`src/rtl/alu_pkg.sv`:
```
// Shared opcodes, FSM state encoding and opcode helpers for the iterative mul/div ALU.
package alu_pkg;

  localparam logic [3:0] OP_ADD = 4'h0;
  localparam logic [3:0] OP_SUB = 4'h1;
  localparam logic [3:0] OP_MUL = 4'h2;
  localparam logic [3:0] OP_LUI = 4'h3;
  localparam logic [3:0] OP_SLL = 4'h4;
  localparam logic [3:0] OP_SRL = 4'h5;
  localparam logic [3:0] OP_DIV = 4'h6;
  localparam logic [3:0] OP_SRA = 4'h7;
  localparam logic [3:0] OP_AND = 4'h8;
  localparam logic [3:0] OP_OR  = 4'h9;
  localparam logic [3:0] OP_XOR = 4'hA;
  localparam logic [3:0] OP_NOR = 4'hB;
  localparam logic [3:0] OP_CLZ = 4'hC;
  localparam logic [3:0] OP_CLO = 4'hD;
  localparam logic [3:0] OP_SLT = 4'hE;
  localparam logic [3:0] OP_EQ  = 4'hF;

  typedef enum logic [1:0] {
    ST_IDLE = 2'd0,
    ST_RUN  = 2'd1,
    ST_FIX  = 2'd2
  } state_e;

  function automatic logic is_iter(input logic [3:0] op);
    return (op == OP_MUL) || (op == OP_DIV);
  endfunction

endpackage

```
`src/rtl/muldiv_iter.sv`:
```
// Iterative 1-bit-per-clock unsigned shift-add multiplier / restoring divider
// with sign correction applied combinationally on the final register contents.
module muldiv_iter #(
  parameter int WIDTH = 32
) (
  input  logic             clk,
  input  logic             rst_n,
  input  logic             i_load,
  input  logic             i_step,
  input  logic             i_div,
  input  logic             i_sign,
  input  logic [WIDTH-1:0] i_a,
  input  logic [WIDTH-1:0] i_b,
  output logic             o_last,
  output logic [WIDTH-1:0] o_hi,
  output logic [WIDTH-1:0] o_lo
);

  localparam int CW = $clog2(WIDTH) + 1;
  localparam logic [CW-1:0] CNT_INIT = CW'(WIDTH);

  logic [WIDTH-1:0]   r_acc;
  logic [WIDTH-1:0]   r_q;
  logic [WIDTH-1:0]   r_mcand;
  logic [CW-1:0]      r_cnt;
  logic               r_div;
  logic               r_neg_p;
  logic               r_neg_r;

  logic               w_a_neg;
  logic               w_b_neg;
  logic [WIDTH-1:0]   w_a_mag;
  logic [WIDTH-1:0]   w_b_mag;
  logic [WIDTH:0]     w_add;
  logic [WIDTH:0]     w_shl;
  logic               w_fits;
  logic [2*WIDTH-1:0] w_prod;

  assign w_a_neg = i_sign & i_a[WIDTH-1];
  assign w_b_neg = i_sign & i_b[WIDTH-1];
  assign w_a_mag = w_a_neg ? -i_a : i_a;
  assign w_b_mag = w_b_neg ? -i_b : i_b;

  // Multiply: {acc,q} holds partial product and remaining multiplier bits.
  // Divide: {acc,q} holds partial remainder and quotient bits shifting in from the right.
  assign w_add  = {1'b0, r_acc} + (r_q[0] ? {1'b0, r_mcand} : '0);
  assign w_shl  = {r_acc, r_q[WIDTH-1]};
  assign w_fits = (w_shl >= {1'b0, r_mcand});
  assign o_last = (r_cnt == CW'(1));

  always_ff @(posedge clk or negedge rst_n) begin
    // NOTE: sequential state uses non-blocking assignments so every register samples pre-edge values.
    if (!rst_n) begin
      r_acc   <= '0;
      r_q     <= '0;
      r_mcand <= '0;
      r_cnt   <= '0;
      r_div   <= 1'b0;
      r_neg_p <= 1'b0;
      r_neg_r <= 1'b0;
    end else if (i_load) begin
      r_acc   <= '0;
      r_q     <= w_a_mag;
      r_mcand <= w_b_mag;
      r_cnt   <= CNT_INIT;
      r_div   <= i_div;
      r_neg_p <= w_a_neg ^ w_b_neg;
      r_neg_r <= w_a_neg;
    end else if (i_step) begin
      r_cnt <= r_cnt - CW'(1);
      if (r_div) begin
        // Remainder after a successful subtract is below the divisor, so WIDTH bits suffice.
        r_acc <= w_fits ? (w_shl[WIDTH-1:0] - r_mcand) : w_shl[WIDTH-1:0];
        r_q   <= {r_q[WIDTH-2:0], w_fits};
      end else begin
        {r_acc, r_q} <= {w_add, r_q[WIDTH-1:1]};
      end
    end
  end

  assign w_prod = r_neg_p ? -{r_acc, r_q} : {r_acc, r_q};

  always_comb begin
    // NOTE: every output gets a default first so no path can infer a latch.
    o_hi = w_prod[2*WIDTH-1:WIDTH];
    o_lo = w_prod[WIDTH-1:0];
    if (r_div) begin
      o_hi = r_neg_r ? -r_acc : r_acc;
      o_lo = r_neg_p ? -r_q : r_q;
    end
  end

endmodule

```
`src/rtl/iter_muldiv_alu.sv`:
```
// Registered ALU: single-cycle ops finish the clock after start; MUL/DIV run on the
// iterative core behind a busy/done handshake with Hi/Lo result registers.
module iter_muldiv_alu
  import alu_pkg::*;
#(
  parameter  int WIDTH = 32,
  localparam int SHW   = $clog2(WIDTH)
) (
  input  logic             clk,
  input  logic             rst_n,
  input  logic             start,
  input  logic [3:0]       op,
  input  logic             sign,
  input  logic             carry_in,
  input  logic [WIDTH-1:0] a,
  input  logic [WIDTH-1:0] b,
  output logic             busy,
  output logic             done,
  output logic [WIDTH-1:0] result_hi,
  output logic [WIDTH-1:0] result_lo,
  output logic             zero,
  output logic             overflow,
  output logic             div_by_zero
);

  localparam logic [WIDTH-1:0] MIN_S = {1'b1, {(WIDTH-1){1'b0}}};

  state_e           r_state;
  logic             r_busy;
  logic             r_done;
  logic [WIDTH-1:0] r_hi;
  logic [WIDTH-1:0] r_lo;
  logic             r_zero;
  logic             r_ovf;
  logic             r_dbz;

  logic             w_load;
  logic             w_step;
  logic             w_last;
  logic [WIDTH-1:0] w_core_hi;
  logic [WIDTH-1:0] w_core_lo;
  logic [WIDTH:0]   w_sum;
  logic [WIDTH:0]   w_diff;
  logic [SHW-1:0]   w_sh;
  logic [WIDTH-1:0] w_sc_lo;
  logic             w_sc_ovf;
  logic             w_wr;
  logic [WIDTH-1:0] w_nhi;
  logic [WIDTH-1:0] w_nlo;
  logic             w_novf;
  logic             w_ndbz;

  function automatic logic [WIDTH-1:0] lead_zeros(input logic [WIDTH-1:0] v);
    int  n;
    logic seen;
    n    = 0;
    seen = 1'b0;
    for (int i = WIDTH - 1; i >= 0; i--) begin
      if (v[i]) seen = 1'b1;
      else if (!seen) n++;
    end
    return WIDTH'(n);
  endfunction

  assign w_sum  = {1'b0, a} + {1'b0, b} + {{WIDTH{1'b0}}, carry_in};
  assign w_diff = {1'b0, a} - {1'b0, b};
  assign w_sh   = b[SHW-1:0];

  always_comb begin
    w_sc_lo  = '0;
    w_sc_ovf = 1'b0;
    case (op)
      OP_ADD: begin
        w_sc_lo  = w_sum[WIDTH-1:0];
        w_sc_ovf = sign ? ((a[WIDTH-1] == b[WIDTH-1]) && (w_sum[WIDTH-1] != a[WIDTH-1]))
                        : w_sum[WIDTH];
      end
      OP_SUB: begin
        w_sc_lo  = w_diff[WIDTH-1:0];
        w_sc_ovf = sign ? ((a[WIDTH-1] != b[WIDTH-1]) && (w_diff[WIDTH-1] != a[WIDTH-1]))
                        : w_diff[WIDTH];
      end
      OP_LUI: w_sc_lo = b << 16;
      OP_SLL: w_sc_lo = a << w_sh;
      OP_SRL: w_sc_lo = a >> w_sh;
      OP_SRA: w_sc_lo = $signed(a) >>> w_sh;
      OP_AND: w_sc_lo = a & b;
      OP_OR:  w_sc_lo = a | b;
      OP_XOR: w_sc_lo = a ^ b;
      OP_NOR: w_sc_lo = ~(a | b);
      OP_CLZ: w_sc_lo = lead_zeros(a);
      OP_CLO: w_sc_lo = lead_zeros(~a);
      OP_SLT: w_sc_lo = {{(WIDTH-1){1'b0}}, sign ? ($signed(a) < $signed(b)) : (a < b)};
      OP_EQ:  w_sc_lo = {{(WIDTH-1){1'b0}}, a == b};
      default: ;
    endcase
  end

  // Decide what (if anything) the result registers capture this cycle.
  always_comb begin
    w_wr   = 1'b0;
    w_load = 1'b0;
    w_nhi  = '0;
    w_nlo  = '0;
    w_novf = 1'b0;
    w_ndbz = 1'b0;
    case (r_state)
      ST_IDLE: begin
        if (start) begin
          if (!is_iter(op)) begin
            w_wr   = 1'b1;
            w_nlo  = w_sc_lo;
            w_novf = w_sc_ovf;
          end else if ((op == OP_DIV) && (b == '0)) begin
            w_wr   = 1'b1;
            w_nhi  = a;
            w_nlo  = '1;
            w_ndbz = 1'b1;
          end else if ((op == OP_DIV) && sign && (a == MIN_S) && (b == '1)) begin
            w_wr   = 1'b1;
            w_nlo  = MIN_S;
            w_novf = 1'b1;
          end else begin
            w_load = 1'b1;
          end
        end
      end
      ST_FIX: begin
        w_wr  = 1'b1;
        w_nhi = w_core_hi;
        w_nlo = w_core_lo;
      end
      default: ;
    endcase
  end

  assign w_step = (r_state == ST_RUN);

  muldiv_iter #(.WIDTH(WIDTH)) u_core (
    .clk    (clk),
    .rst_n  (rst_n),
    .i_load (w_load),
    .i_step (w_step),
    .i_div  (op == OP_DIV),
    .i_sign (sign),
    .i_a    (a),
    .i_b    (b),
    .o_last (w_last),
    .o_hi   (w_core_hi),
    .o_lo   (w_core_lo)
  );

  always_ff @(posedge clk or negedge rst_n) begin
    if (!rst_n) begin
      r_state <= ST_IDLE;
      r_busy  <= 1'b0;
      r_done  <= 1'b0;
      r_hi    <= '0;
      r_lo    <= '0;
      r_zero  <= 1'b1;
      r_ovf   <= 1'b0;
      r_dbz   <= 1'b0;
    end else begin
      r_done <= w_wr;
      if (w_wr) begin
        r_hi   <= w_nhi;
        r_lo   <= w_nlo;
        r_zero <= ~|{w_nhi, w_nlo};
        r_ovf  <= w_novf;
        r_dbz  <= w_ndbz;
      end
      case (r_state)
        ST_IDLE: if (w_load) begin
          r_state <= ST_RUN;
          r_busy  <= 1'b1;
        end
        ST_RUN: if (w_last) r_state <= ST_FIX;
        ST_FIX: begin
          r_state <= ST_IDLE;
          r_busy  <= 1'b0;
        end
        default: r_state <= ST_IDLE;
      endcase
    end
  end

  assign busy        = r_busy;
  assign done        = r_done;
  assign result_hi   = r_hi;
  assign result_lo   = r_lo;
  assign zero        = r_zero;
  assign overflow    = r_ovf;
  assign div_by_zero = r_dbz;

endmodule

```
`config.mk`:
```
export PLATFORM = sky130hd
export DESIGN_NAME = iter_muldiv_alu
export DESIGN_NICKNAME = d
export VERILOG_FILES = /design/src/rtl/alu_pkg.sv /design/src/rtl/muldiv_iter.sv /design/src/rtl/iter_muldiv_alu.sv
export SDC_FILE = /design/constraint.sdc
export NUM_CORES = 1
export LEC_CHECK = 0
export BUFFER_PORTS_ARGS = -buffer_cell sky130_fd_sc_hd__buf_4
export CAP_MARGIN = 20
export CORE_MARGIN = 2
export CORE_UTILIZATION = 30
export DETAILED_ROUTE_END_ITERATION = 8
export HOLD_SLACK_MARGIN = 0.02
export PLACE_DENSITY = 0.49
export SYNTH_ARGS = -nofsm -noshare
export SYNTH_HDL_FRONTEND = slang
export SYNTH_SLANG_ARGS = --single-unit
```
`constraint.sdc`:
```
create_clock -name clk -period 7.5 [get_ports clk]
set_input_delay 1.5 -clock clk [delete_from_list [all_inputs] [get_ports clk]]
set_output_delay 1.5 -clock clk [all_outputs]
set_load 0.005 [all_outputs]
```
==> results.md <==
- The flow ran to the end, but the final reports show violations.
- The checks that failed: setup timing.
- TritonCTS created 17 clock buffers.
- The ratio of final minimum period to clock period is 2.67.
- The worst ir drop on vdd is 181 µV.
- The total design power is 0.00687 W.
- The least setup slack across all paths after layout is -12.51 ns.
- The time the final worst path needs with I/O delays and setup is 20.01 ns.
- For this design, the slowest cell found on the critical path is or4_4.
- The CTS root buffer is clkbuf_16.
- Setup repair after global routing could not meet its margin everywhere.
- The total number of yosys warnings is 0.
- The synthesized netlist occupies a cell area of 32700 µm².
- The kind of capture point of the worst setup path is a flop.
- The biggest fanout along the worst timing path is 5.
- The area of all placed cells without fillers is 44500 µm².
- Measured against its own limit, the worst slew margin works out to 0.224.
- The number of nets with antenna violations after detailed routing is 0.
- The quantity of hold-fixing buffers added after cts is 0.
- The startpoint type of the worst setup path is an input port.
- The die is 334 µm tall.
- The initial core utilization is 0.301.
- No sink is reached through more buffers than the 2 on the longest clock path.
- The via-per-instance ratio is 5.58.
- The cell seen most often among critical-path stages is ha_1.
- The worst path arrival time is 20.38 ns.
- Power spread over the standard cell area amounts to 154 nW/µm².
- The clock slew at the register clock pins of the worst setup and hold paths is 0.07 ns.
- Leaving out fill and tap cells, the most frequent cell in the layout is buf_4.
- The pre-antenna-repair detailed-routing pass consisted of 8 iterations.
- The sequential fraction of the synthesis area is 0.135.
- The worst min-delay path class is reg -> reg.
- The overall die width is 334 µm.
- The worst setup path category is in -> reg.
- The global router's overall resource usage is 0.280.
- The maximum achievable frequency is 50.0 MHz.
- At the later pin of the worst-skew pair, clock insertion delay measures 0.47 ns.
- The die covers 112000 µm².
- The largest net degree at the start of global routing is 106.
- After synthesis, the share of flip-flops with an asynchronous set or reset is 1.00.
- The post-synthesis net count is 4877.
- Pin placement for this block handled 142 I/O pins.
- Data on the critical path is required at its endpoint by 7.87 ns.
- Relative to the synthesized area, the layout overhead comes to 36.2%.
- The pre-CTS setup slack is -13.12 ns.
- The floorplan step defined a core boundary enclosing 109000 µm².
- The CTS tree is yes.
- The half-perimeter wire length after detailed placement is 130 mm.
- Yosys mapped the design onto 125 distinct sky130hd cell types.
- In the final routed layout, each cell accounts on average for 23.0 µm.
- The leakage dissipation is 19.4 nW.
- For this run, the slowest stage of the critical path takes 0.49 ns.
- The initial antenna violation count came to 2.
- The proportion of layout cells with a drive suffix above 1 is 0.286.
- The total negative slack for setup checks is -111.50 ns.
- At the end of the flow, the number of nets in the layout was 5900.
- In the layout the commonest cells are 1265 x buf_4, 525 x nor2_1, 481 x nand2_1, 343 x o21ai_0, 293 x a21oi_1.
- In this run the number of H-tree levels came out at 4.
- The number of flops mapped to enable cells by yosys is 0.
- The overall routed net length is 161 mm.
- The post-synthesis cell count is 4573.
- The placement-stage cell area is 43000 µm².
- CTS saw 176 sinks.
- The first-pass GRT wire length is 240 mm.
- In this run, the number of DRC markers left after iteration 0 of detailed routing was 3388.
- For this run, design rule violations remaining after detail routing come to 0.
- Across the run, the number of max-cap violations was 0.
- The slew at the pin with the worst max-slew slack is 1.16 ns.
- The largest clock skew in the final design is 0.0203 ns.
- Hold timing on the final database bottoms out at a slack of 0.472 ns.
- After global routing the overflow that remains totals 0.
- The number of pins with negative max-slew slack in the final report is 0.
- The congestion estimate from routability-driven global placement came to 1.01.
- Among all flip-flop cells after synthesis, the most frequent one is dfrtp_1.
- The number of endpoints failing setup at the final stage is 10.
- Summing over every cut layer, the via total after detailed routing is 39.2k.
- The number of core rows is 121.
- Port buffering added 141 buffers.
- The number of global-route vias before repair came to 38.4k.
- After synthesis, the mean cell area works out to 7.15 µm².
- The number of hold violations in the final report is 0.
- The post-synthesis register bit count is 176.
## power breakdown
part / total [W] / switching, W / internal (W)
logic: 0.00449 / 0.00245 / 0.00203
registers: 0.00148 / 0.000317 / 0.00117
clock network: 0.000902 / 0.000460 / 0.000441
total: 0.00687 / 0.00323 / 0.00364
## final cells by class
class | instances | area [µm²]
inverters | 213 | 815
well taps | 1414 | 1770
repair buffers | 1282 | 9760
flip-flops and latches | 176 | 4410
diodes | 1 | 2.50
multi-input cells | 3906 | 27200
clock inverters | 15 | 139
fillers | 11400 | 64000
clock buffers | 17 | 425
## metrics by stage
stage | instances | util
2_1_floorplan | 4573 | -
3_3_place_gp | 6945 | 0.396
3_5_place_dp | 6945 | 0.396
4_1_cts | 7004 | 0.405
5_1_grt | 7023 | 0.410
6_report | 7024 | 0.410
## synth_stat cells (all sizes together) (62+ instances only)
master / number / area [µm²]
nor2: 538 / 2020
nand2: 495 / 1870
o21ai: 376 / 1890
a21oi: 317 / 1590
xnor2: 311 / 2860
ha: 226 / 2830
clkbuf: 206 / 787
inv: 202 / 763
dfrtp: 175 / 4380
mux2i: 133 / 1340
nor3: 123 / 637
xor2: 103 / 996
nand3: 101 / 505
buf: 71 / 434
a21o: 64 / 480
nor4: 63 / 439
nand4: 62 / 403
## routing by layer
metal / wire length (µm) / track usage / up-vias
met4: 9390 / 0.145 / 2
li1: - / - / 18600
met3: 9320 / 0.0298 / 328
met2: 73500 / 0.461 / 1344
met5: 17 / 0 / -
met1: 69200 / 0.361 / 18900
## critical path: cells and delay by family
kind | cells | cell delay (ns)
xor gates and xnor gates | 1 | 0.09
buffers and inverters | 7 | 0.44
and+or+nand+nor | 31 | 3.68
adders and majority gates | 29 | 7.73
AOI/OAI and AO/OA | 27 | 4.40
muxes | 17 | 2.51
## timing repair
item,CTS,global route
setup endpoints to repair,10,24
pin swaps,32,102
resized for setup,26,96
setup buffers,27,29
## worst paths after layout
path,to,from,slack [ns],cells past startpoint
hold / removal,result_hi[5],result_hi[5],0.47,2
setup reg to reg,zero,u_core.r_q[3],-0.22,29
max in group asynchronous,zero,rst_n,5.17,2
min in group asynchronous,u_core.r_acc[29],rst_n,1.11,1
hold reg to reg,result_hi[5],result_hi[5],0.47,2
setup / recovery,zero,a[30],-12.51,112
## sequential cells by signal, indices dropped and copies added, names as in the netlist
register and flops:
busy 1, div_by_zero 1, done 1, overflow 1, r_state 2, result_hi 32
result_lo 32, u_core.r_acc 32, u_core.r_cnt 6, u_core.r_div 1, u_core.r_mcand 32, u_core.r_neg_p 1
u_core.r_neg_r 1, u_core.r_q 32, zero 1
## kinds of logic after synthesis
logic type                 Yosys count  synth area share
AOI/OAI and AO/OA                 1356             0.272
xor gates and xnor gates           442             0.137
adders and majority gates          234            0.0905
buffers and inverters              491            0.0622
DFF                                176             0.135
muxes                              159            0.0530
and+or+nand+nor                   1715             0.250
(Power assumes the default switching activity.)
